<file path="src/rtl/mdiv_ctl.sv">
// mdiv_ctl: cycle sequencer for the radix-4 divide datapath.
// Owns the working LO register and the architectural HI/LO commit.
module mdiv_ctl #(
   parameter int ITER_CYC = 16,
   parameter int CNT_W    = 4
) (
   input  logic        CLK,
   input  logic        RESET_D2_R,
   input  logic        DivStart_E,
   input  logic        DivIsU_E,
   input  logic        DivKill,
   input  logic        DivAck,
   input  logic        MtLo,
   input  logic        MtHi,
   input  logic [31:0] MtData,
   input  logic [39:0] DDATAHI,
   input  logic [39:0] DDATALO,
   output logic        DivDCyc0Go,
   output logic        DivDCyc0_R,
   output logic        DivDCycFirst_R,
   output logic        DivDCycLast_P,
   output logic        DivDCycLast_R,
   output logic        DivDCycZF_R_N,
   output logic        DivDCycFL_R_N,
   output logic        DIVxInProg,
   output logic        DivIsU_R,
   output logic [31:0] DivLo_R,
   output logic [31:0] LO_R,
   output logic [31:0] HI_R,
   output logic        DivBusy,
   output logic        DivRdy
);

   typedef enum logic [2:0] {
      S_IDLE,
      S_CYC0,
      S_FIRST,
      S_ITER,
      S_LAST
   } state_e;

   state_e state_q, state_d;

   logic [CNT_W-1:0] cnt_q, cnt_d;
   logic             isu_q, isu_d;
   logic [31:0]      divlo_q, divlo_d;
   logic [31:0]      lo_q, lo_d;
   logic [31:0]      hi_q, hi_d;
   logic             rdy_q, rdy_d;
   logic             cyc0_q, cyc0_d;
   logic             first_q, first_d;
   logic             last_q, last_d;
   logic             zf_n_q, zf_n_d;
   logic             fl_n_q, fl_n_d;

   logic busy;
   logic accept;
   logic cnt_last;
   logic commit;
   logic lo_load;

   // Only the low word of the 40-bit datapath buses is architectural.
   logic unused_dd;
   assign unused_dd = ^{DDATAHI[39:32], DDATALO[39:32]};

   assign busy     = (state_q != S_IDLE);
   assign accept   = DivStart_E & ~busy & ~DivKill;
   assign cnt_last = (cnt_q == CNT_W'(ITER_CYC - 1));
   assign commit   = (state_q == S_LAST) & ~DivKill;
   assign lo_load  = (state_q == S_FIRST) |
                     (state_q == S_ITER) |
                     (state_q == S_LAST);

   always_comb begin
      state_d = state_q;
      cnt_d   = '0;
      unique case (state_q)
         S_IDLE: begin
            if (accept) state_d = S_CYC0;
         end
         S_CYC0: begin
            state_d = S_FIRST;
         end
         S_FIRST: begin
            state_d = S_ITER;
         end
         S_ITER: begin
            cnt_d = cnt_q + CNT_W'(1);
            if (cnt_last) state_d = S_LAST;
         end
         S_LAST: begin
            state_d = S_IDLE;
         end
         default: begin
            state_d = S_IDLE;
         end
      endcase
      if (busy && DivKill) begin
         state_d = S_IDLE;
         cnt_d   = '0;
      end
   end

   // Strobes are registered copies of the next state, so they are glitch-free.
   always_comb begin
      cyc0_d  = (state_d == S_CYC0);
      first_d = (state_d == S_FIRST);
      last_d  = (state_d == S_LAST);
      zf_n_d  = ~((state_d == S_CYC0) | (state_d == S_FIRST));
      fl_n_d  = (state_d == S_ITER);
   end

   always_comb begin
      isu_d   = isu_q;
      divlo_d = divlo_q;
      lo_d    = lo_q;
      hi_d    = hi_q;
      rdy_d   = rdy_q;
      if (accept) isu_d = DivIsU_E;
      if (lo_load) divlo_d = DDATALO[31:0];
      if (MtLo) begin
         lo_d = MtData;
      end else if (commit) begin
         lo_d = DDATALO[31:0];
      end
      if (MtHi) begin
         hi_d = MtData;
      end else if (commit) begin
         hi_d = DDATAHI[31:0];
      end
      if (DivAck || accept) rdy_d = 1'b0;
      if (commit) rdy_d = 1'b1;
   end

   always_ff @(posedge CLK) begin
      if (RESET_D2_R) begin
         state_q <= S_IDLE;
         cnt_q   <= '0;
         isu_q   <= 1'b0;
         divlo_q <= '0;
         lo_q    <= '0;
         hi_q    <= '0;
         rdy_q   <= 1'b0;
         cyc0_q  <= 1'b0;
         first_q <= 1'b0;
         last_q  <= 1'b0;
         zf_n_q  <= 1'b1;
         fl_n_q  <= 1'b0;
      end else begin
         state_q <= state_d;
         cnt_q   <= cnt_d;
         isu_q   <= isu_d;
         divlo_q <= divlo_d;
         lo_q    <= lo_d;
         hi_q    <= hi_d;
         rdy_q   <= rdy_d;
         cyc0_q  <= cyc0_d;
         first_q <= first_d;
         last_q  <= last_d;
         zf_n_q  <= zf_n_d;
         fl_n_q  <= fl_n_d;
      end
   end

   assign DivDCyc0Go     = accept;
   assign DivDCyc0_R     = cyc0_q;
   assign DivDCycFirst_R = first_q;
   assign DivDCycLast_P  = (state_q == S_ITER) & cnt_last;
   assign DivDCycLast_R  = last_q;
   assign DivDCycZF_R_N  = zf_n_q;
   assign DivDCycFL_R_N  = fl_n_q;
   assign DIVxInProg     = busy;
   assign DivBusy        = busy;
   assign DivIsU_R       = isu_q;
   assign DivLo_R        = divlo_q;
   assign LO_R           = lo_q;
   assign HI_R           = hi_q;
   assign DivRdy         = rdy_q;

endmodule

</file>
<file path="config.mk">
export PLATFORM = sky130hd
export DESIGN_NAME = mdiv_ctl
export DESIGN_NICKNAME = d
export VERILOG_FILES = /design/src/rtl/mdiv_ctl.sv
export SDC_FILE = /design/constraint.sdc
export NUM_CORES = 1
export LEC_CHECK = 0
export BUFFER_PORTS_ARGS = -buffer_cell sky130_fd_sc_hd__buf_2
export CAP_MARGIN = 20
export CORE_UTILIZATION = 35
export CTS_BUF_LIST = sky130_fd_sc_hd__clkbuf_8
export CTS_CLUSTER_SIZE = 16
export DETAILED_ROUTE_END_ITERATION = 10
export GPL_ROUTABILITY_DRIVEN = 0
export SLEW_MARGIN = 0
export SYNTH_ARGS = -nofsm -noshare
export SYNTH_HDL_FRONTEND = slang
export SYNTH_SLANG_ARGS = --single-unit
</file>
<file path="constraint.sdc">
create_clock -name CLK -period 4.5 [get_ports CLK]
set_clock_uncertainty 0.05 [all_clocks]
set_input_delay 0.225 -clock CLK [delete_from_list [all_inputs] [get_ports CLK]]
set_output_delay 0.225 -clock CLK [all_outputs]
set_load 0.005 [all_outputs]
</file>
==> results.sh, run 1 <==
export IMPL_dp_hpwl_mm=9.876
export IMPL_run_status="complete, no violations"
export IMPL_p_clk_frac=0.302
export IMPL_fraction_of_registers_with_async_set_reset=0
export IMPL_synth_enable_flop_cells=0
export IMPL_wl_per_cell_um=15.94
export IMPL_detail_route_vias_per_cell=5.179
export IMPL_io_count=227
export IMPL_antenna_found_initial=0
export IMPL_die_outline_area_um2=15950
export IMPL_cts_hold_buf=1
export IMPL_floorplan_initialDensity=0.3570
export IMPL_floorplan_die_height_um=126.3
export IMPL_grtUsageMet2=0.3042
export IMPL_num_nets_final=818
export IMPL_global_route_overflow_total=0
export IMPL_final_cells=890
export IMPL_drc=0
export IMPL_grt_start_max_net_pins=79
export IMPL_final_core_util=0.4374
export IMPL_drt_pre_antenna_iters=5
export IMPL_final_setup_tns_ns=0
export IMPL_final_setup_viol_count=0
export IMPL_seq_power_share=0.546
export IMPL_route_vias_total=4609
export IMPL_timing_worst_setup_path_type="flip-flop to flip-flop"
export IMPL_critical_path_slowest_cell="buf_4"
export IMPL_critical_path_endpoint_type="flip-flop"
export IMPL_drive_above_1_share=0.4801
export IMPL_grt_first_pass_wirelength_mm=22.82
export IMPL_clock_tree_htree_level_count=3
export IMPL_floorplan_die_width_um=126.3
export IMPL_tightest_slew_ns=0.9276
export IMPL_power_per_cell_area_nw_per_um2=289.4
export IMPL_busiest_layer="met2"
export IMPL_synth_seq_area_share=0.4073
export IMPL_critical_path_max_stage_delay_ns=0.59
export IMPL_timing_critical_path_max_delay_family="simple AND/OR/NAND/NOR gates"
export IMPL_holdWs_ns=0.05611
export IMPL_dp_worst_setup_slack_ns=2.192
export IMPL_cts_buffers=9
export IMPL_synthesis_nets=648
export IMPL_clock_sinks=110
export IMPL_hold_path_startpoint="DDATALO[20]"
export IMPL_cap_violations=0
export IMPL_synth_warnings=0
export IMPL_postLayoutSetupSlackWorst_ns=2.187
export IMPL_detail_route_antenna_nets=0
export IMPL_timing_hold_violations_final=0
export IMPL_placement_io_buffers=210
export IMPL_synth_flop_cell="dfxtp_1"
export IMPL_power_ir_vdd_worst_v=0.0001727
export IMPL_crit_buf_inv=1
export IMPL_setup_worst_path_start_class="flip-flop"
export IMPL_dpl_cell_area_um2=6430
export IMPL_cp_cell_sequence="or4b_4 > buf_4 > nor3_1 > a2111oi_0"
export IMPL_area_growth_synth_to_final_pct=22.54
export IMPL_insertedDiodeCount=0
export IMPL_cts_root_to_sink_buffers=2
export IMPL_syn_instance_count=527
export IMPL_fin_crit_ns=2.313
export IMPL_design_area_um2=6625
export IMPL_core_area_um2=15150
export IMPL_insertion_delay_ns=0.37
export IMPL_post_route_period_util=0.5140
export IMPL_share_comb_of_total_power=0.152
export IMPL_synthesis_area_per_instance_um2=10.26
export IMPL_ys_ff_latch=110
export IMPL_use_met3=0.04418
export IMPL_finalMaxSlewViolations=0
export IMPL_leakagePower_nw=2.963
export IMPL_setup_worst_path_start="state_q[1]$_SDFF_PP0_"
export IMPL_clk_pin_slew_worst_paths_ns=0.10
export IMPL_r2r_path_start="state_q[1]$_SDFF_PP0_"
export IMPL_synth_distinct_cells=35
export IMPL_cts_setup_buffers=0
export IMPL_worst_path_required_time_ns=4.71
export IMPL_core_rowCount=45
export IMPL_first_global_vias=4387
export IMPL_cts_repair_resized=0
export IMPL_tritoncts="built"
export IMPL_netSwitchingPower_mw=0.5151
export IMPL_initial_drc_count=155
export IMPL_grtUsageMet1=0.2237
export IMPL_syn_area_um2=5406
export IMPL_timing_critical_path_fanout_max=36
export IMPL_fmaxAchievable_mhz=432.3
export IMPL_placed_cells=873
export IMPL_cts_root_buf="clkbuf_8"
export IMPL_worst_hold_path_type="input pin to flip-flop"
export IMPL_worst_slew_margin_rel=0.3816
export IMPL_postRouteWirelength_mm=14.18
export IMPL_grt_util_all_layers=0.1804
export IMPL_power_switching_share=0.2686
export IMPL_total_power_mw=1.918
export IMPL_arrival_ns=2.53
export IMPL_cellInternalPower_mw=1.402
export IMPL_fillerInstances=1476
export IMPL_setup_repair_after_global_routing_missed_its_margin="no"
[cells in the mapped netlist (all sizes together) (2+ instances only)]
library cell | instances | share of area
nand2b | 67 | 0.078
or3b | 2 | 0.0037
inv | 34 | 0.024
nand3 | 2 | 0.0019
nor3 | 130 | 0.17
mux2i | 33 | 0.061
nor2 | 6 | 0.0042
clkbuf | 28 | 0.019
buf | 31 | 0.043
o21ai | 2 | 0.0019
nor4 | 4 | 0.0046
a2111oi | 64 | 0.16
dfxtp | 110 | 0.41
[worst min-delay path: stages]
cell      delay [ns]
buf_2           0.11
nand2b_1        0.06
mux2i_1         0.05
[cell families after synthesis]
family                   synth area share
multiplexers                      0.06110
adder cells (fa/ha/maj)          0.002314
AO/OA/AOI/OAI                      0.1694
flip-flops                         0.4073
AND/OR/NAND/NOR                    0.2703
buffers and inverters             0.08632
XOR/XNOR                         0.003241
[metal layers]
layer,up-vias,wire [um]
met5,-,0
met4,0,214
met2,142,6745
met1,2209,6398
li1,2245,-
met3,13,827
[flip-flops by register name (all words and copies together) (netlist names)]
signal and flops:
DivIsU_R 1, DivDCycFirst_R 1, DivRdy 1, HI_R 32
LO_R 32, cnt_q 4, DivDCycZF_R_N 1, DivDCycLast_R 1
DivDCyc0_R 1, state_q 3, DivLo_R 32, DivDCycFL_R_N 1
[cells in the final DEF, fill, tap and decap left out]
cell type      netlist  routed
nor4b_4              0       1
nand2b_1            67      67
xnor2_1              1       1
o21ai_0              2       2
nand3_1              2       2
nor4_1               4       4
ha_1                 1       1
a21boi_4             0       1
a211oi_2             1       1
or3_1                1       1
a2111oi_0            4       4
dfxtp_1            110     110
nor2_1               6       6
xor2_1               1       1
nor3_1              80      80
o22ai_1              1       1
buf_2               10     207
or3b_4               1       1
nand4_1              1       1
a21oi_1              1       1
clkinv_2             0       4
and2_1               1       1
or3b_2               1       1
buf_4                8      10
nand3b_1             1       1
inv_2                1       1
mux2i_1             33      33
inv_1               33      33
clkbuf_8             0      12
a2111oi_1           13      13
nor3_2              50      50
or4b_4               1       1
and4_1               1       1
dlygate4sd3_1        0       1
a2111oi_2           47      47
[final timing paths]
path              cells after the start                       end  slack, ns
setup reg to reg                      4     LO_R[31]$_SDFFE_PP0P_       2.19
hold / removal                        3  DivLo_R[20]$_SDFFE_PP0P_       0.06
setup / recovery                      4     LO_R[31]$_SDFFE_PP0P_       2.19
hold reg to reg                       1       cnt_q[0]$_SDFF_PP0_       0.42
[power groups by stage]
stage | logic, mW | clock network (mW) | registers, mW
final | 0.292 | 0.579 | 1.05
after global routing | 0.321 | 0.637 | 1.05
after CTS | 0.296 | 0.607 | 1.05
after detailed placement | 0.294 | 0 | 1.07
after global placement | 0.289 | 0 | 1.07
after floorplan | 0.164 | 0 | 1.07
[final cells by class]
class                           count  area [um^2]  area share
Timing Repair Buffer              218         1121      0.1692
Clock buffer                       12        165.2     0.02493
Inverter                           34        127.6     0.01926
Clock inverter                      4        20.02    0.003022
Multi-Input combinational cell    324         2754      0.4157
Sequential cell                   110         2202      0.3324
Tap cell                          188        235.2     0.03551
Power figures use the tool's default switching activity.
==> run 2, diff against run 1 <==
- clock period: 4.5 -> 1.9 ns (I/O delays scaled with it)
==> run 2 against run 1 <==
Against the previous run:
- combinational power grew to 2.9 times the previous value
- clock power rose by 120%
- global-route usage up 1.2 points
- largest cell class unchanged
- critical path type is now flip-flop to output port
- sequential cell count unchanged
- final area increased by 14%
==> results.sh, run 2 (synthesis gave the netlist of run 1 again) <==
export IMPL_reg2reg_depth=5
export IMPL_rr_endpoint="HI_R[16]$_SDFFE_PP0P_"
export IMPL_core_rowCount=45
export IMPL_setup_repair_after_global_routing_missed_its_margin="no"
export IMPL_num_nets_final=901
export IMPL_drc=0
export IMPL_floorplan_die_width_um=126.3
export IMPL_first_global_vias=4947
export IMPL_wl_per_cell_um=15.73
export IMPL_route_vias_total=4966
export IMPL_timing_critical_path_fanout_max=3
export IMPL_finalMaxSlewViolations=0
export IMPL_cts_root_buf="clkbuf_8"
export IMPL_run_status="complete, no violations"
export IMPL_antenna_found_initial=0
export IMPL_cts_root_to_sink_buffers=2
export IMPL_setup_reg_to_reg_worst_slack_ns=0.12
export IMPL_cts_buffers=9
export IMPL_setup_worst_path_start="state_q[1]$_SDFF_PP0_"
export IMPL_total_power_mw=4.618
export IMPL_power_ir_vdd_worst_v=0.0003072
export IMPL_drive_above_1_share=0.4459
export IMPL_post_route_period_util=0.9724
export IMPL_die_outline_area_um2=15950
export IMPL_floorplan_die_height_um=126.3
export IMPL_area_sequential_um2=2211
export IMPL_grt_first_pass_wirelength_mm=24.32
export IMPL_worst_hold_path_type="input pin to flip-flop"
export IMPL_initial_drc_count=200
export IMPL_power_per_cell_area_nw_per_um2=611.2
export IMPL_detail_route_vias_per_cell=5.104
export IMPL_dp_hpwl_mm=10.33
export IMPL_global_route_overflow_total=0
export IMPL_fmaxAchievable_mhz=541.2
export IMPL_core_area_um2=15150
export IMPL_insertion_delay_ns=0.37
export IMPL_postRouteWirelength_mm=15.30
export IMPL_tritoncts="built"
export IMPL_cap_violations=0
export IMPL_layout_commonest_cell="buf_2"
export IMPL_area_growth_synth_to_final_pct=39.76
export IMPL_fillerInstances=1380
export IMPL_tightest_slew_ns=0.5367
export IMPL_placed_cells=881
export IMPL_io_count=227
export IMPL_final_setup_viol_count=0
export IMPL_grt_start_max_net_pins=80
export IMPL_holdWs_ns=0.02108
export IMPL_r2r_path_start="state_q[1]$_SDFF_PP0_"
export IMPL_grt_util_all_layers=0.1922
export IMPL_clk_pin_slew_worst_paths_ns=0.10
export IMPL_final_setup_tns_ns=0
export IMPL_drt_pre_antenna_iters=4
export IMPL_final_core_util=0.4989
export IMPL_insertedDiodeCount=0
export IMPL_critical_path_endpoint_type="output port"
export IMPL_worst_slew_margin_rel=0.6422
export IMPL_commonest_non_fill_non_tap_cells_in_the_layout="207 x buf_2, 107 x dfxtp_1, 80 x nor3_1"
export IMPL_floorplan_initialDensity=0.3570
export IMPL_worstHoldPathCells=3
export IMPL_worst_path_required_time_ns=1.75
export IMPL_setup_worst_path_start_class="flip-flop"
export IMPL_final_cells=973
export IMPL_critical_path_endpoint="DivDCyc0Go"
export IMPL_clock_tree_htree_level_count=3
export IMPL_placement_io_buffers=210
export IMPL_area_occupied_by_multi_input_gates_um2=2759
export IMPL_fin_crit_ns=1.848
export IMPL_timing_worst_setup_path_type="flip-flop to output port"
export IMPL_timing_hold_violations_final=0
export IMPL_clock_sinks=110
export IMPL_leakagePower_nw=3.360
export IMPL_arrival_ns=1.70
export IMPL_detail_route_antenna_nets=0
run 2: changes by cell type in the layout (fill, tap and decap cells not counted), moves of 2 or more:
cell           change
dlygate4sd3_1     +72
buf_12            +10
dfxtp_1            -3
clkbuf_8           -2
dfxtp_4            +2
inv_1              +2
run 2: per-layer routing:
layer / part of all wire / up-vias / wire length [um] / track usage
met5: 0 / - / 0 / 0
li1: - / 2401 / - / -
met4: 0.021 / 0 / 320 / 0.07512
met3: 0.047 / 26 / 725 / 0.03526
met1: 0.44 / 2376 / 6715 / 0.2335
met2: 0.49 / 163 / 7543 / 0.3351
run 2: repair_timing:
item,4_1_cts,5_1_grt
setup buffers,3,0
setup endpoints to repair,2,9
resized for setup,6,2
hold buffers,73,0
endpoints found under the hold margin,100,0
pin swaps,1,1
run 2: critical path, cell delays in order, from the launching register on:
cell	delay, ns
dfxtp_4	0.35
or3_4	0.40
or3b_4	0.40
inv_4	0.07
buf_2	0.11
run 2: metrics by stage:
stage | worst slack [ns] | cell area (um^2)
3_5_place_dp | 0.005168 | 6615
6_report | 0.05241 | 7556
2_1_floorplan | 0.2943 | 5406
5_1_grt | 0.01220 | 7556
4_1_cts | 0.005052 | 7550
3_3_place_gp | 0.1637 | 6615
run 2: cell type report:
type	count	share of cell area
clock buffers	10	0.01821
clock inverters	6	0.003974
inverters	34	0.01722
multi-input cells	324	0.3651
flip-flops and latches	110	0.2926
well taps	188	0.03113
repair buffers	301	0.2717
run 2: worst min-delay path by stage:
stage / to / startpoint / slack (ns)
floorplan: DivDCycZF_R_N$_SDFF_PP1_ / DivStart_E / 0.15
global placement: DivDCycZF_R_N$_SDFF_PP1_ / DivStart_E / 0.25
detailed placement: DivDCycZF_R_N$_SDFF_PP1_ / DivStart_E / 0.25
CTS: HI_R[9]$_SDFFE_PP0P_ / DDATAHI[9] / 0.001
global route: HI_R[21]$_SDFFE_PP0P_ / DDATAHI[21] / 0.006
finish: HI_R[5]$_SDFFE_PP0P_ / DDATAHI[5] / 0.02
run 2: where the power goes:
group | internal (mW) | switching, mW
Clock | 0.498 | 0.787
Combinational | 0.453 | 0.403
Sequential | 2.42 | 0.0604
Total | 3.37 | 1.25
==> run 3, diff against run 2 <==
- CELL_PAD_IN_SITES_DETAIL_PLACEMENT: not set -> 2
- CELL_PAD_IN_SITES_GLOBAL_PLACEMENT: not set -> 2
- CORE_UTILIZATION: 35 -> 26
- PLACE_DENSITY_LB_ADDON: not set -> 0.1
- SETUP_SLACK_MARGIN: not set -> 0.4
==> run 3 against run 2 <==
Against the previous run:
- the flow now finishes with violations (setup timing)
- total power rose by 13%
- maximum frequency fell by 2.8%
- global-route usage rose by 3.0 points
- first-iteration DRC count fell by 20%
- sequential share of layout area fell by 5.8 points
- largest power group unchanged
- via count rose by 10%
- final area rose by 25%
- cell count rose by 15%
- worst hold slack got worse by 0.0097 ns
- critical path type unchanged
==> results.sh, run 3 (synthesis gave the netlist of run 1 again) <==
export IMPL_timing_worst_setup_path_type="flip-flop to output port"
export IMPL_power_per_cell_area_nw_per_um2=552.2
export IMPL_num_nets_final=969
export IMPL_netSwitchingPower_mw=1.477
export IMPL_design_area_um2=9449
export IMPL_run_status="finished, violations left"
export IMPL_cp_cell_sequence="buf_6 > or3_4 > or3b_4 > inv_4 > buf_6"
export IMPL_timing_critical_path_max_delay_family="simple AND/OR/NAND/NOR gates"
export IMPL_setup_worst_path_start_class="flip-flop"
export IMPL_core_area_um2=20300
export IMPL_cts_root_buf="clkbuf_8"
export IMPL_global_route_overflow_total=0
export IMPL_critical_path_max_stage_delay_ns=0.40
export IMPL_cts_buffers=9
export IMPL_fin_crit_ns=1.902
export IMPL_insertion_delay_ns=0.40
export IMPL_die_outline_area_um2=21370
export IMPL_floorplan_initialDensity=0.2663
export IMPL_setup_worst_path_start="state_q[2]$_SDFF_PP0_"
export IMPL_setup_repair_after_global_routing_missed_its_margin="yes"
export IMPL_grt_first_pass_wirelength_mm=36.38
export IMPL_route_vias_total=5475
export IMPL_grt_start_max_net_pins=46
export IMPL_fmaxAchievable_mhz=525.9
export IMPL_timing_hold_violations_final=0
export IMPL_clock_sinks=110
export IMPL_initial_drc_count=161
export IMPL_detail_route_vias_per_cell=4.875
export IMPL_grt_util_all_layers=0.2225
export IMPL_share_comb_of_total_power=0.200
export IMPL_drive_above_1_share=0.5258
export IMPL_finalMaxSlewViolations=0
export IMPL_failed_checks="setup timing"
export IMPL_clock_tree_htree_level_count=3
export IMPL_clk_pin_slew_worst_paths_ns=0.11
export IMPL_leakagePower_nw=4.135
export IMPL_tightest_slew_ns=0.7369
export IMPL_drc=0
export IMPL_arrival_ns=1.76
export IMPL_critical_path_endpoint_type="output port"
export IMPL_layout_commonest_cell="buf_2"
export IMPL_final_cells=1123
export IMPL_post_route_period_util=1.001
export IMPL_antenna_found_initial=1
export IMPL_dr_wl_met2_mm=12.31
export IMPL_dpl_cell_area_um2=6902
export IMPL_io_count=227
export IMPL_postLayoutSetupSlackWorst_ns=-0.001676
export IMPL_commonest_non_fill_non_tap_cells_in_the_layout="206 x buf_2, 105 x dfxtp_1, 81 x dlygate4sd3_1"
export IMPL_placement_io_buffers=210
export IMPL_cellInternalPower_mw=3.740
export IMPL_crit_top_cell="buf_6"
export IMPL_floorplan_die_height_um=146.2
export IMPL_first_global_vias=6242
export IMPL_timing_critical_path_fanout_max=2
export IMPL_crit_buf_inv=3
export IMPL_floorplan_die_width_um=146.2
export IMPL_final_setup_tns_ns=-0.001676
export IMPL_detailed_routed_wire_length_on_met3_mm=1.209
export IMPL_area_growth_synth_to_final_pct=74.77
export IMPL_placed_cells=970
export IMPL_worst_path_required_time_ns=1.75
export IMPL_detail_route_antenna_nets=0
export IMPL_top_layer_reached_by_signal_wires="met4"
export IMPL_worst_hold_path_type="input pin to flip-flop"
export IMPL_total_power_mw=5.217
export IMPL_worst_slew_margin_rel=0.5087
export IMPL_seq_power_share=0.476
export IMPL_wl_per_cell_um=21.34
export IMPL_drt_pre_antenna_iters=4
export IMPL_power_switching_share=0.2831
export IMPL_cap_violations=0
export IMPL_tritoncts="built"
export IMPL_p_clk_frac=0.324
export IMPL_power_ir_vdd_worst_v=0.0002929
export IMPL_wl_met1_mm=10.16
export IMPL_critical_path_slowest_cell="or3b_4"
export IMPL_hold_path_startpoint="DDATAHI[31]"
export IMPL_final_setup_viol_count=1
export IMPL_postRouteWirelength_mm=23.97
export IMPL_cts_root_to_sink_buffers=2
export IMPL_r2r_path_start="state_q[2]$_SDFF_PP0_"
export IMPL_core_rowCount=52
export IMPL_dp_hpwl_mm=13.20
==> run 3: cell count changes in the layout (fill, tap and decap cells not counted), moves of 9 or more <==
cell,delta
nor3_4,+56
nor3_1,-18
buf_12,+9
buf_6,+18
buf_16,+17
nor3_2,-38
buf_4,+11
==> run 3: power groups by stage <==
stage	registers, mW	clock network [mW]	logic (mW)
detailed placement	2.53	0	0.791
finish	2.48	1.69	1.04
CTS	2.48	1.74	1.01
global placement	2.53	0	0.760
global route	2.50	1.84	1.12
floorplan	2.54	0	0.398
==> run 3: final cells by class <==
class	instances	area [um^2]
Antenna cell	1	2.502
Clock buffer	11	151.4
Clock inverter	4	70.07
Fill cell	2095	10850
Inverter	34	130.1
Multi-Input combinational cell	324	3352
Sequential cell	110	2213
Tap cell	270	337.8
Timing Repair Buffer	369	3192
==> run 3: per-layer routing <==
metal / vias to the layer above / GRT usage
met5: - / 0
met4: 0 / 0.06250
met3: 21 / 0.05375
met2: 155 / 0.3917
met1: 2731 / 0.2682
li1: 2568 / -
==> run 3: worst paths after layout <==
path	endpoint	slack [ns]	depth (start not counted)
min reg2reg	cnt_q[0]$_SDFF_PP0_	0.39	1
min	HI_R[31]$_SDFFE_PP0P_	0.01	3
max	DivDCyc0Go	-0.002	5
max reg2reg	HI_R[16]$_SDFFE_PP0P_	0.08	9
==> run 3: what timing repair did <==
action | CTS | global route
hold endpoints to repair | 101 | 0
setup buffers | 25 | 11
gates cloned | 15 | 5
hold buffers | 81 | 0
gates resized for setup | 108 | 34
pin swaps | 30 | 41
setup endpoints to repair | 104 | 106
==> run 3: per-stage QoR <==
stage	setup slack [ns]	util	hold WS, ns
CTS	-0.09049	0.4471	0.0006702
floorplan	0.3032	-	0.1454
finish	-0.001676	0.4655	0.01143
global placement	0.1692	0.3400	0.2575
global route	-0.07489	0.4655	-0.002342
detailed placement	0.08009	0.3400	0.2515
==> run 3: tightest hold or removal path: stages <==
cell and delay [ns]:
buf_2 0.10, nor3_1 0.14, a2111oi_0 0.08
